===== config.mk =====
export PLATFORM = sky130hd
export DESIGN_NAME = rv_mc_ctrl
export DESIGN_NICKNAME = d
export VERILOG_FILES = /design/src/rtl/rv_pkg.sv /design/src/rtl/rv_opcode_decode.sv /design/src/rtl/rv_mc_ctrl.sv
export SDC_FILE = /design/constraint.sdc
export NUM_CORES = 1
export LEC_CHECK = 0
export ABC_AREA = 1
export ABC_CLOCK_PERIOD_IN_PS = 1800
export BUFFER_PORTS_ARGS = -buffer_cell sky130_fd_sc_hd__buf_2
export CAP_MARGIN = 20
export CORE_ASPECT_RATIO = 1.4
export CORE_MARGIN = 2
export CORE_UTILIZATION = 54
export CTS_CLUSTER_DIAMETER = 100
export DETAILED_ROUTE_END_ITERATION = 12
export GPL_ROUTABILITY_DRIVEN = 0
export GPL_TIMING_DRIVEN = 1
export HOLD_SLACK_MARGIN = 0.15
export PLACE_DENSITY_LB_ADDON = 0.25
export REMOVE_ABC_BUFFERS = 1
export SLEW_MARGIN = 20
export SYNTH_ARGS = -nofsm -noshare
export SYNTH_HDL_FRONTEND = slang
export SYNTH_SLANG_ARGS = --single-unit

===== constraint.sdc =====
create_clock -name clk -period 1.8 [get_ports clk]
set_input_delay 0.18 -clock clk [delete_from_list [all_inputs] [get_ports clk]]
set_output_delay 0.18 -clock clk [all_outputs]
set_load 0.005 [all_outputs]

===== src/rtl/rv_pkg.sv =====
// Shared types and encodings for the multi-cycle RV32UI control path.
package rv_pkg;

  localparam logic [6:0] OPC_LUI     = 7'b0110111;
  localparam logic [6:0] OPC_AUIPC   = 7'b0010111;
  localparam logic [6:0] OPC_JAL     = 7'b1101111;
  localparam logic [6:0] OPC_JALR    = 7'b1100111;
  localparam logic [6:0] OPC_BRANCH  = 7'b1100011;
  localparam logic [6:0] OPC_LOAD    = 7'b0000011;
  localparam logic [6:0] OPC_STORE   = 7'b0100011;
  localparam logic [6:0] OPC_OPIMM   = 7'b0010011;
  localparam logic [6:0] OPC_OP      = 7'b0110011;
  localparam logic [6:0] OPC_MISCMEM = 7'b0001111;
  localparam logic [6:0] OPC_SYSTEM  = 7'b1110011;

  typedef enum logic [2:0] {
    ST_IDLE, ST_FETCH, ST_DECODE, ST_EXEC, ST_MEM, ST_WB, ST_HALT
  } state_t;

  typedef enum logic [3:0] {
    CL_NONE, CL_LUI, CL_AUIPC, CL_JAL, CL_JALR, CL_BRANCH, CL_LOAD,
    CL_STORE, CL_OPIMM, CL_OP, CL_FENCE, CL_SYSTEM
  } iclass_t;

  localparam logic [1:0] PC_PLUS4 = 2'd0;
  localparam logic [1:0] PC_IMM   = 2'd1;
  localparam logic [1:0] PC_JALR  = 2'd2;

  localparam logic [1:0] WB_ALU = 2'd0;
  localparam logic [1:0] WB_MDR = 2'd1;
  localparam logic [1:0] WB_PC4 = 2'd2;

  localparam logic [1:0] A_RS1  = 2'd0;
  localparam logic [1:0] A_PC   = 2'd1;
  localparam logic [1:0] A_ZERO = 2'd2;

  localparam logic B_RS2 = 1'b0;
  localparam logic B_IMM = 1'b1;

  localparam logic [1:0] HC_NONE    = 2'd0;
  localparam logic [1:0] HC_SYS     = 2'd1;
  localparam logic [1:0] HC_ILLEGAL = 2'd2;
  localparam logic [1:0] HC_TIMEOUT = 2'd3;

  typedef struct packed {
    logic       imem_req;
    logic       dmem_req;
    logic       dmem_we;
    logic       pc_we;
    logic [1:0] pc_sel;
    logic [1:0] alu_a_sel;
    logic       alu_b_sel;
    logic       rf_we;
    logic [1:0] wb_sel;
    logic       retire;
    logic       halted;
  } ctl_t;

  // Control word for the state being entered; ALU selects stay up through
  // MEM and WB so the address / result / JALR target remain valid there.
  function automatic ctl_t ctl_for(state_t st, iclass_t cl, logic taken, logic rd_zero);
    ctl_t c;
    c = '0;
    case (st)
      ST_FETCH: c.imem_req = 1'b1;
      ST_EXEC, ST_MEM, ST_WB: begin
        case (cl)
          CL_LUI:   begin c.alu_a_sel = A_ZERO; c.alu_b_sel = B_IMM; end
          CL_AUIPC: begin c.alu_a_sel = A_PC;   c.alu_b_sel = B_IMM; end
          CL_OPIMM, CL_LOAD, CL_STORE, CL_JALR:
                    begin c.alu_a_sel = A_RS1;  c.alu_b_sel = B_IMM; end
          default:  begin c.alu_a_sel = A_RS1;  c.alu_b_sel = B_RS2; end
        endcase
        if (st == ST_MEM) begin
          c.dmem_req = 1'b1;
          c.dmem_we  = (cl == CL_STORE);
        end
        if (st == ST_WB) begin
          c.pc_we  = 1'b1;
          c.retire = 1'b1;
          case (cl)
            CL_JAL:    c.pc_sel = PC_IMM;
            CL_BRANCH: c.pc_sel = taken ? PC_IMM : PC_PLUS4;
            CL_JALR:   c.pc_sel = PC_JALR;
            default:   c.pc_sel = PC_PLUS4;
          endcase
          case (cl)
            CL_JAL, CL_JALR: c.wb_sel = WB_PC4;
            CL_LOAD:         c.wb_sel = WB_MDR;
            default:         c.wb_sel = WB_ALU;
          endcase
          case (cl)
            CL_LUI, CL_AUIPC, CL_JAL, CL_JALR, CL_LOAD, CL_OP, CL_OPIMM:
              c.rf_we = ~rd_zero;
            default: c.rf_we = 1'b0;
          endcase
        end
      end
      ST_HALT: c.halted = 1'b1;
      default: ;
    endcase
    return c;
  endfunction

endpackage


===== src/rtl/rv_opcode_decode.sv =====
// Combinational instruction classifier: opcode + funct3 -> class and legality.
module rv_opcode_decode
  import rv_pkg::*;
(
  input  logic [31:0] instr,
  output iclass_t     iclass,
  output logic        legal
);

  logic [2:0] f3;
  logic       unused_bits;

  assign f3          = instr[14:12];
  assign unused_bits = ^{instr[31:15], instr[11:7]};

  // Map the major opcode to a class, qualifying by funct3 where RV32I leaves holes.
  always_comb begin
    iclass = CL_NONE;
    legal  = 1'b0;
    case (instr[6:0])
      OPC_LUI:     begin iclass = CL_LUI;    legal = 1'b1; end
      OPC_AUIPC:   begin iclass = CL_AUIPC;  legal = 1'b1; end
      OPC_JAL:     begin iclass = CL_JAL;    legal = 1'b1; end
      OPC_JALR:    begin iclass = CL_JALR;   legal = (f3 == 3'b000); end
      OPC_BRANCH:  begin iclass = CL_BRANCH; legal = (f3 != 3'b010) && (f3 != 3'b011); end
      OPC_LOAD:    begin
        iclass = CL_LOAD;
        legal  = (f3 == 3'b000) || (f3 == 3'b001) || (f3 == 3'b010) ||
                 (f3 == 3'b100) || (f3 == 3'b101);
      end
      OPC_STORE:   begin iclass = CL_STORE;  legal = (f3 == 3'b000) || (f3 == 3'b001) || (f3 == 3'b010); end
      OPC_OPIMM:   begin iclass = CL_OPIMM;  legal = 1'b1; end
      OPC_OP:      begin iclass = CL_OP;     legal = 1'b1; end
      OPC_MISCMEM: begin iclass = CL_FENCE;  legal = 1'b1; end
      OPC_SYSTEM:  begin iclass = CL_SYSTEM; legal = 1'b1; end
      default:     begin iclass = CL_NONE;   legal = 1'b0; end
    endcase
  end

endmodule


===== src/rtl/rv_mc_ctrl.sv =====
// Multi-cycle sequencer: walks each instruction through FETCH/DECODE/EXEC/MEM/WB.
module rv_mc_ctrl
  import rv_pkg::*;
#(
  parameter int MEM_TIMEOUT = 16,
  parameter int CNT_W       = 32
) (
  input  logic             clk,
  input  logic             rst_n,
  input  logic [31:0]      instr,
  input  logic             branch_taken,
  output logic             imem_req,
  input  logic             imem_ready,
  output logic             dmem_req,
  output logic             dmem_we,
  input  logic             dmem_ready,
  output logic             ir_we,
  output logic             mdr_we,
  output logic             pc_we,
  output logic [1:0]       pc_sel,
  output logic [1:0]       alu_a_sel,
  output logic             alu_b_sel,
  output logic             rf_we,
  output logic [1:0]       wb_sel,
  output logic             retire,
  output logic [CNT_W-1:0] instret,
  output logic             halted,
  output logic [1:0]       halt_cause
);

  localparam int TW = $clog2(MEM_TIMEOUT + 1);
  localparam logic [TW-1:0] TO_LAST = TW'(MEM_TIMEOUT - 1);

  state_t        state;
  iclass_t       cls;
  iclass_t       dec_class;
  logic          dec_legal;
  ctl_t          ctl;
  logic [TW-1:0] wait_cnt;
  logic          rd_zero;

  rv_opcode_decode u_dec (
    .instr  (instr),
    .iclass (dec_class),
    .legal  (dec_legal)
  );

  assign rd_zero = (instr[11:7] == 5'd0);

  assign imem_req  = ctl.imem_req;
  assign dmem_req  = ctl.dmem_req;
  assign dmem_we   = ctl.dmem_we;
  assign pc_we     = ctl.pc_we;
  assign pc_sel    = ctl.pc_sel;
  assign alu_a_sel = ctl.alu_a_sel;
  assign alu_b_sel = ctl.alu_b_sel;
  assign rf_we     = ctl.rf_we;
  assign wb_sel    = ctl.wb_sel;
  assign retire    = ctl.retire;
  assign halted    = ctl.halted;
  assign ir_we     = ctl.imem_req & imem_ready;
  assign mdr_we    = ctl.dmem_req & ~ctl.dmem_we & dmem_ready;

  // Sequencer: next state, registered class, control word, wait counter and retire count.
  always_ff @(posedge clk or negedge rst_n) begin
    if (!rst_n) begin
      state      <= ST_IDLE;
      cls        <= CL_NONE;
      ctl        <= '0;
      instret    <= '0;
      halt_cause <= HC_NONE;
      wait_cnt   <= '0;
    end else begin
      case (state)
        ST_IDLE: begin
          state    <= ST_FETCH;
          wait_cnt <= '0;
          ctl      <= ctl_for(ST_FETCH, cls, 1'b0, 1'b0);
        end
        ST_FETCH: begin
          if (imem_ready) begin
            state <= ST_DECODE;
            ctl   <= ctl_for(ST_DECODE, cls, 1'b0, 1'b0);
          end else if (wait_cnt == TO_LAST) begin
            state      <= ST_HALT;
            halt_cause <= HC_TIMEOUT;
            ctl        <= ctl_for(ST_HALT, cls, 1'b0, 1'b0);
          end else begin
            wait_cnt <= wait_cnt + 1'b1;
          end
        end
        ST_DECODE: begin
          cls <= dec_class;
          if (dec_class == CL_SYSTEM) begin
            state      <= ST_HALT;
            halt_cause <= HC_SYS;
            ctl        <= ctl_for(ST_HALT, dec_class, 1'b0, 1'b0);
          end else if (!dec_legal) begin
            state      <= ST_HALT;
            halt_cause <= HC_ILLEGAL;
            ctl        <= ctl_for(ST_HALT, dec_class, 1'b0, 1'b0);
          end else begin
            state <= ST_EXEC;
            ctl   <= ctl_for(ST_EXEC, dec_class, 1'b0, 1'b0);
          end
        end
        ST_EXEC: begin
          if (cls == CL_LOAD || cls == CL_STORE) begin
            state    <= ST_MEM;
            wait_cnt <= '0;
            ctl      <= ctl_for(ST_MEM, cls, 1'b0, 1'b0);
          end else begin
            state <= ST_WB;
            ctl   <= ctl_for(ST_WB, cls, branch_taken, rd_zero);
          end
        end
        ST_MEM: begin
          if (dmem_ready) begin
            state <= ST_WB;
            ctl   <= ctl_for(ST_WB, cls, 1'b0, rd_zero);
          end else if (wait_cnt == TO_LAST) begin
            state      <= ST_HALT;
            halt_cause <= HC_TIMEOUT;
            ctl        <= ctl_for(ST_HALT, cls, 1'b0, 1'b0);
          end else begin
            wait_cnt <= wait_cnt + 1'b1;
          end
        end
        ST_WB: begin
          state    <= ST_FETCH;
          wait_cnt <= '0;
          instret  <= instret + 1'b1;
          ctl      <= ctl_for(ST_FETCH, cls, 1'b0, 1'b0);
        end
        ST_HALT: ;
        default: begin
          state <= ST_IDLE;
          ctl   <= '0;
        end
      endcase
    end
  end

endmodule


Yosys cells after proc, flatten, opt, wreduce, memory -nomap -nowiden
Index checks and enable logic that the tools add are counted.
Storage, ports and cells
  logic and storage cells: 120
  input bits: 37
  register bits after elaboration: 60
Operators by class
  reduce and logical (&&, ||, !) cells: 19
  bitwise operators: 5
  add/subtract/negate cells: 2
  eq/ne operators: 44
  mux-type cells: 34
Operators by type and width (count)
  case mux 14 bit (6 select lines): 1
  case mux 4 bit (11 select lines): 1
  2-to-1 mux 14 bit: 3
  adder 32 x 1 -> 32 bit, second input constant: 1
  == test 4 x 3 -> 1 bit, second input constant: 7
  == test 7 bit, second input constant: 4
  == test 7 x 6 -> 1 bit, second input constant: 3
  2-to-1 mux 5 bit: 4
  case mux 5 bit (4 select lines): 1
  case mux 3 bit (3 select lines): 2
  case mux 3 bit (6 select lines): 1
  == test 4 bit, second input constant: 4
  2-to-1 mux 8 bit: 2
  == test 3 bit, second input constant: 5
  2-to-1 mux 3 bit: 5
  == test 7 x 5 -> 1 bit, second input constant: 2
  OR reduction 7 bit: 2
  2-to-1 mux 13 bit: 1
  == test 4 x 2 -> 1 bit, second input constant: 3
  case mux 2 bit (3 select lines): 2
  2-to-1 mux 2 bit: 5
  == test 3 x 2 -> 1 bit, second input constant: 3
  == test 4 x 1 -> 1 bit, second input constant: 2
  case mux 2 bit (2 select lines): 2
  other kinds (21): 38

Longest topological paths before layout
  depth in word-level cells: 9
  mapped depth: 12
  depth with buffers taken out: 12

By module
From an unflattened synthesis, not the netlist that was laid out.
Second synthesis, totals
  cell total of the unflattened synthesis: 562
  area total of the unflattened synthesis: 3787.4 µm²
Modules (own cells, without submodules)
  rv_mc_ctrl: times used 1, sequential area each 1501.4 µm², cells each 507, area each 3539.6 µm²
  rv_opcode_decode: times used 1, sequential area each 0.0 µm², cells each 55, area each 247.7 µm²

Worst setup path after synthesis
No wires, ideal clock.
  kind: reg-to-reg
  start point: register wait_cnt[0]
  end point: register ctl (netlist bit pc_sel[0])
  period minus slack after synthesis: 1636 ps
  buffers on the path: 1
  required time: 1666 ps
  library setup time: 134 ps
  arrival: 1503 ps
  stages on the path, launching flop included: 11
  slack: 164 ps
  cell sequence: dfrtp_1 ha_1 nand2_1 nor2_1 ha_1 inv_1 nand2_1 inv_1 buf_2 o21ai_0 o211ai_1
On the way
  longest elaborated chain between the ends: 4
  elaborated cells between the ends (all ways): 5
  those cells by class: 1 x eq/ne; 4 x mux
RTL lines
  start, declared: RTL line rv_mc_ctrl.sv:39  | logic [TW-1:0] wait_cnt;
  start signal, assigned: RTL line rv_mc_ctrl.sv:89  | wait_cnt <= wait_cnt + 1'b1;
  start signal, assigned: RTL line rv_mc_ctrl.sv:126  | wait_cnt <= wait_cnt + 1'b1;
  == test 5 x 4 -> 1 bit *: RTL line rv_mc_ctrl.sv:84, rv_mc_ctrl.sv:121
  2-to-1 mux 14 bit *
  2-to-1 mux 14 bit, on equally long branches
  case mux 14 bit (6 select lines) *
  end signal, assigned: RTL line rv_mc_ctrl.sv:83  | ctl <= ctl_for(ST_DECODE, cls, 1'b0, 1'b0);
  end signal, assigned: RTL line rv_mc_ctrl.sv:87  | ctl <= ctl_for(ST_HALT, cls, 1'b0, 1'b0);
  end signal, assigned: RTL line rv_mc_ctrl.sv:120  | ctl <= ctl_for(ST_WB, cls, 1'b0, rd_zero);
  end, declared: RTL line rv_mc_ctrl.sv:38  | ctl_t ctl;
Mark *: on every way between the ends. The rest lies on a longest branch, timed or not.
A chain may end at the register's enable or synchronous reset.

Final worst setup path
  start point: register instret[0]
  end point: register instret[26]
On the way
  longest elaborated chain between the ends: 1
RTL lines
  start, declared: RTL line rv_mc_ctrl.sv:26  | output logic [CNT_W-1:0] instret,
  start signal, assigned: RTL line rv_mc_ctrl.sv:132  | instret <= instret + 1'b1;
  adder 32 x 1 -> 32 bit: RTL line rv_mc_ctrl.sv:132
No other way between the ends.

==> summary.txt <==
Pwr
  – Static leakage: 2.39 nW
  – Overall Power: around 0.0046 W
  – PwrDens: roughly 1000 nW/um2
  – P_sw: 0.00171 W
  – Combinational share of power: 0.339
  – Net Sw Frac: 0.370
  – VDD IR max: roughly 0.0010 V
  – Power share of the clock group: 0.276
  – Int Pwr: 0.00290 W
  – Reg power frac: 0.384

Timing
  – Final worst path period share: 0.957
  – Highest clock rate: between 500 and 600 MHz
  – Slew Limit Fails: 0
  – Slew @ Worst Pin: 346 ps
  – Final hold violations: 0
  – Hold slack: approximately 150 ps
  – Tmin final: approximately 1700 ps
  – Finish-stage setup viols: 0
  – RSZ-0062 raised after global routing: yes
  – Worst rel slew slack: 0.767
  – Clk_skew: approximately 11 ps

Critical path
  – Most frequent CP cell: nand2_1
  – Nature of the critical path startpoint: flip-flop
  – Critical Path AT: between 1500 and 2000 ps
  – CP endpoint kind: flip-flop
  – Worst path slowest cell: dfrtp_1
  – Worst path cell trace: ha_1 -> inv_1 -> nor3_4 -> nand2_4 -> nor2_8 -> nand4_4 -> nor2_4 -> nand2_1 -> nand2_1 -> nand2_1
  – Worst path max stage delay: between 400 and 500 ps
  – Req. time, crit path: 2040 ps
  – Top cell family by delay on the critical path: simple AND/OR/NAND/NOR gates
  – WS Path Type: reg2reg
  – Buf+Inv Stages, Crit Path: 1
  – Critical path peak fanout: 4

Flow run
  – Max Cap Viol: 0

Clocking
  – Clock Pin Slew Worst Setup and Hold Paths: ~70 ps
  – Num CTS Buffers: 9
  – Clock root buffer: clkbuf_8
  – Clock sinks: 60
  – Insertion delay to the later sink of the worst-skew pair: 360 ps
  – Clock Tree Buf Depth: 2
  – H-tree depth: 3
  – CTS tree: built

Cells and area
  – Most frequent cells in the layout: 108 x nand2_1, 69 x buf_2, 67 x inv_1
  – Nets: 602
  – Area growth, synth to finish: 25.3%
  – Design area: about 4400 um2
  – Fill count: approximately 500
  – Share of layout cells above drive strength 1: 0.243
  – Antenna diodes: 0
  – Commonest non-fill, non-tap cell in the layout: nand2_1

Floorplanning
  – Cell Rows: 34
  – Core area: between 6000 and 7000 um2
  – Die Ht: 99.7 um
  – Area of the die: between 7000 and 8000 um2
  – IO Pins: a little under 90
  – Die width: between 70 and 80 um
  – Initial Util: 0.565

Route
  – Post-DR vias/cell: ~5.5
  – Avg WL per Cell: about 14 um
  – DRC viols: 0
  – DRT antenna net count: 0
  – DR vias: approximately 3500
  – Final WL: 8.79 mm
  – First-pass DRT Iterations: 5
  – Initial DRC Count: ~160

Yosys
  – YS warnings: 0
  – Sequential fraction of the synthesis area: 0.425
  – Unique masters post-synth: 39
  – Post-Syn Instances: 457
  – Post-synth EDFFs: 0
  – Syn Std Cell Area: 3530 um2
  – #FFs+latches synth: 60
  – Ys async rst share: 1.00
  – Mapped Avg Cell Area: 7.73 um2
  – Top FF cell, synth: dfrtp_1

Place
  – DPL Wire Length: ~6.7 mm
  – PortBufs: 69
  – Placed Instance Area: between 4000 and 5000 um2

GRT
  – GRT Total Usage: 0.257
  – Total grt overflow: 0
  – Pin count of the biggest net entering global routing: approximately 60
  – Vias in the first global route: approximately 3300
  – First-pass GRT wire length: approximately 14 mm
  – Initial antenna violation count: 0

Min path
  – HP Class: in2reg

Run status
  – Status: finished clean
cell families (layout without fill, tap and decap cells):
| family | Yosys count | in the layout | synth area share |
|---|---|---|---|
| AO/OA/AOI/OAI | 49 | 49 | 0.0826 |
| XOR/XNOR | 29 | 29 | 0.0719 |
| adder cells (fa/ha/maj) | 3 | 3 | 0.0106 |
| buffers and inverters | 73 | 183 | 0.0780 |
| flip-flops | 60 | 60 | 0.425 |
| AND/OR/NAND/NOR | 243 | 243 | 0.332 |
per-stage QoR:
stage	util	setup WS, ps	std cells	TNS, ps
2_1_floorplan	-	1.89	454	0
3_3_place_gp	0.656	52.8	613	0
3_5_place_dp	0.656	30.3	613	0
4_1_cts	0.693	11.9	632	0
5_1_grt	0.708	-60.7	639	-225
6_report	0.708	76.7	639	0
power by group through the flow:
stage / registers [W] / clock network, W / logic, W
4_1_cts: 0.00176 / 0.00129 / 0.00142
5_1_grt: 0.00180 / 0.00133 / 0.00175
6_report: 0.00177 / 0.00127 / 0.00156
3_5_place_dp: 0.00179 / 0 / 0.00140
3_3_place_gp: 0.00177 / 0 / 0.00137
2_1_floorplan: 0.00178 / 0 / 0.000823
cell usage after synthesis, types with 2 or more instances:
master / instances / area, um2
inv_1: 69 / 259
nand2_2: 2 / 12.5
nor3_1: 15 / 75.1
nor2_1: 43 / 161
a21oi_1: 6 / 30.0
nand4_1: 16 / 100
nor2_4: 4 / 45.0
xor2_1: 22 / 193
o21ai_0: 27 / 135
dfrtp_1: 60 / 1500
nand2_1: 112 / 420
nor3_4: 2 / 32.5
o22ai_1: 2 / 12.5
ha_1: 3 / 37.5
xnor2_1: 7 / 61.3
clkbuf_1: 2 / 7.51
nor4_1: 2 / 12.5
o211ai_1: 6 / 45.0
nand3_1: 36 / 180
nand2_4: 2 / 22.5
registers in the layout (all words and copies together), names as in the netlist, 2 cells and up:
name        cells
instret        32
pc_sel          2
wb_sel          2
alu_a_sel       2
state           3
halt_cause      2
cls             4
wait_cnt        5
layer usage:
metal	vias to the layer above	track usage	wire length [um]	share of wire
li1	1701	-	-	-
met1	1637	0.276	3390	0.39
met2	126	0.471	4660	0.53
met3	27	0.0466	481	0.055
met4	0	0.128	266	0.030
met5	-	0	0	0
path summary, 6_finish.rpt:
check	from	end	slack, ps	depth (start not counted)
worst max-delay path	instret[0]	instret[26]	80	10
worst min register to register	wait_cnt[0]	wait_cnt[0]	490	1
max in group asynchronous	rst_n	instret[13]	1170	3
worst max register to register	instret[0]	instret[26]	80	10
min in group asynchronous	rst_n	instret[9]	350	3
worst min-delay path	instr[7]	rf_we	150	3
worst reg2reg max path, delay by kind of cell, from the launching register on:
| family | cells | cell delay (ps) |
|---|---|---|
| buf+inv | 1 | 90 |
| simple gates | 8 | 910 |
| fa+ha+maj | 1 | 210 |
| flops | 1 | 410 |
cell type report:
class                   instances  area [um2]  share of cell area
clock buffers                  12         155              0.0351
clock inverters                 4        47.5              0.0107
inverters                      70         263              0.0594
multi-input cells             324        1790               0.404
flip-flops and latches         60        1500               0.339
well taps                      72        90.1              0.0204
repair buffers                 97         579               0.131
repair_timing:
action,4_1_cts,5_1_grt
hold buffers,3,0
setup endpoints to repair,0,21
endpoints found under the hold margin,62,0
buffers inserted,0,7
gates resized for setup,0,19
(Power assumes the default switching activity.)
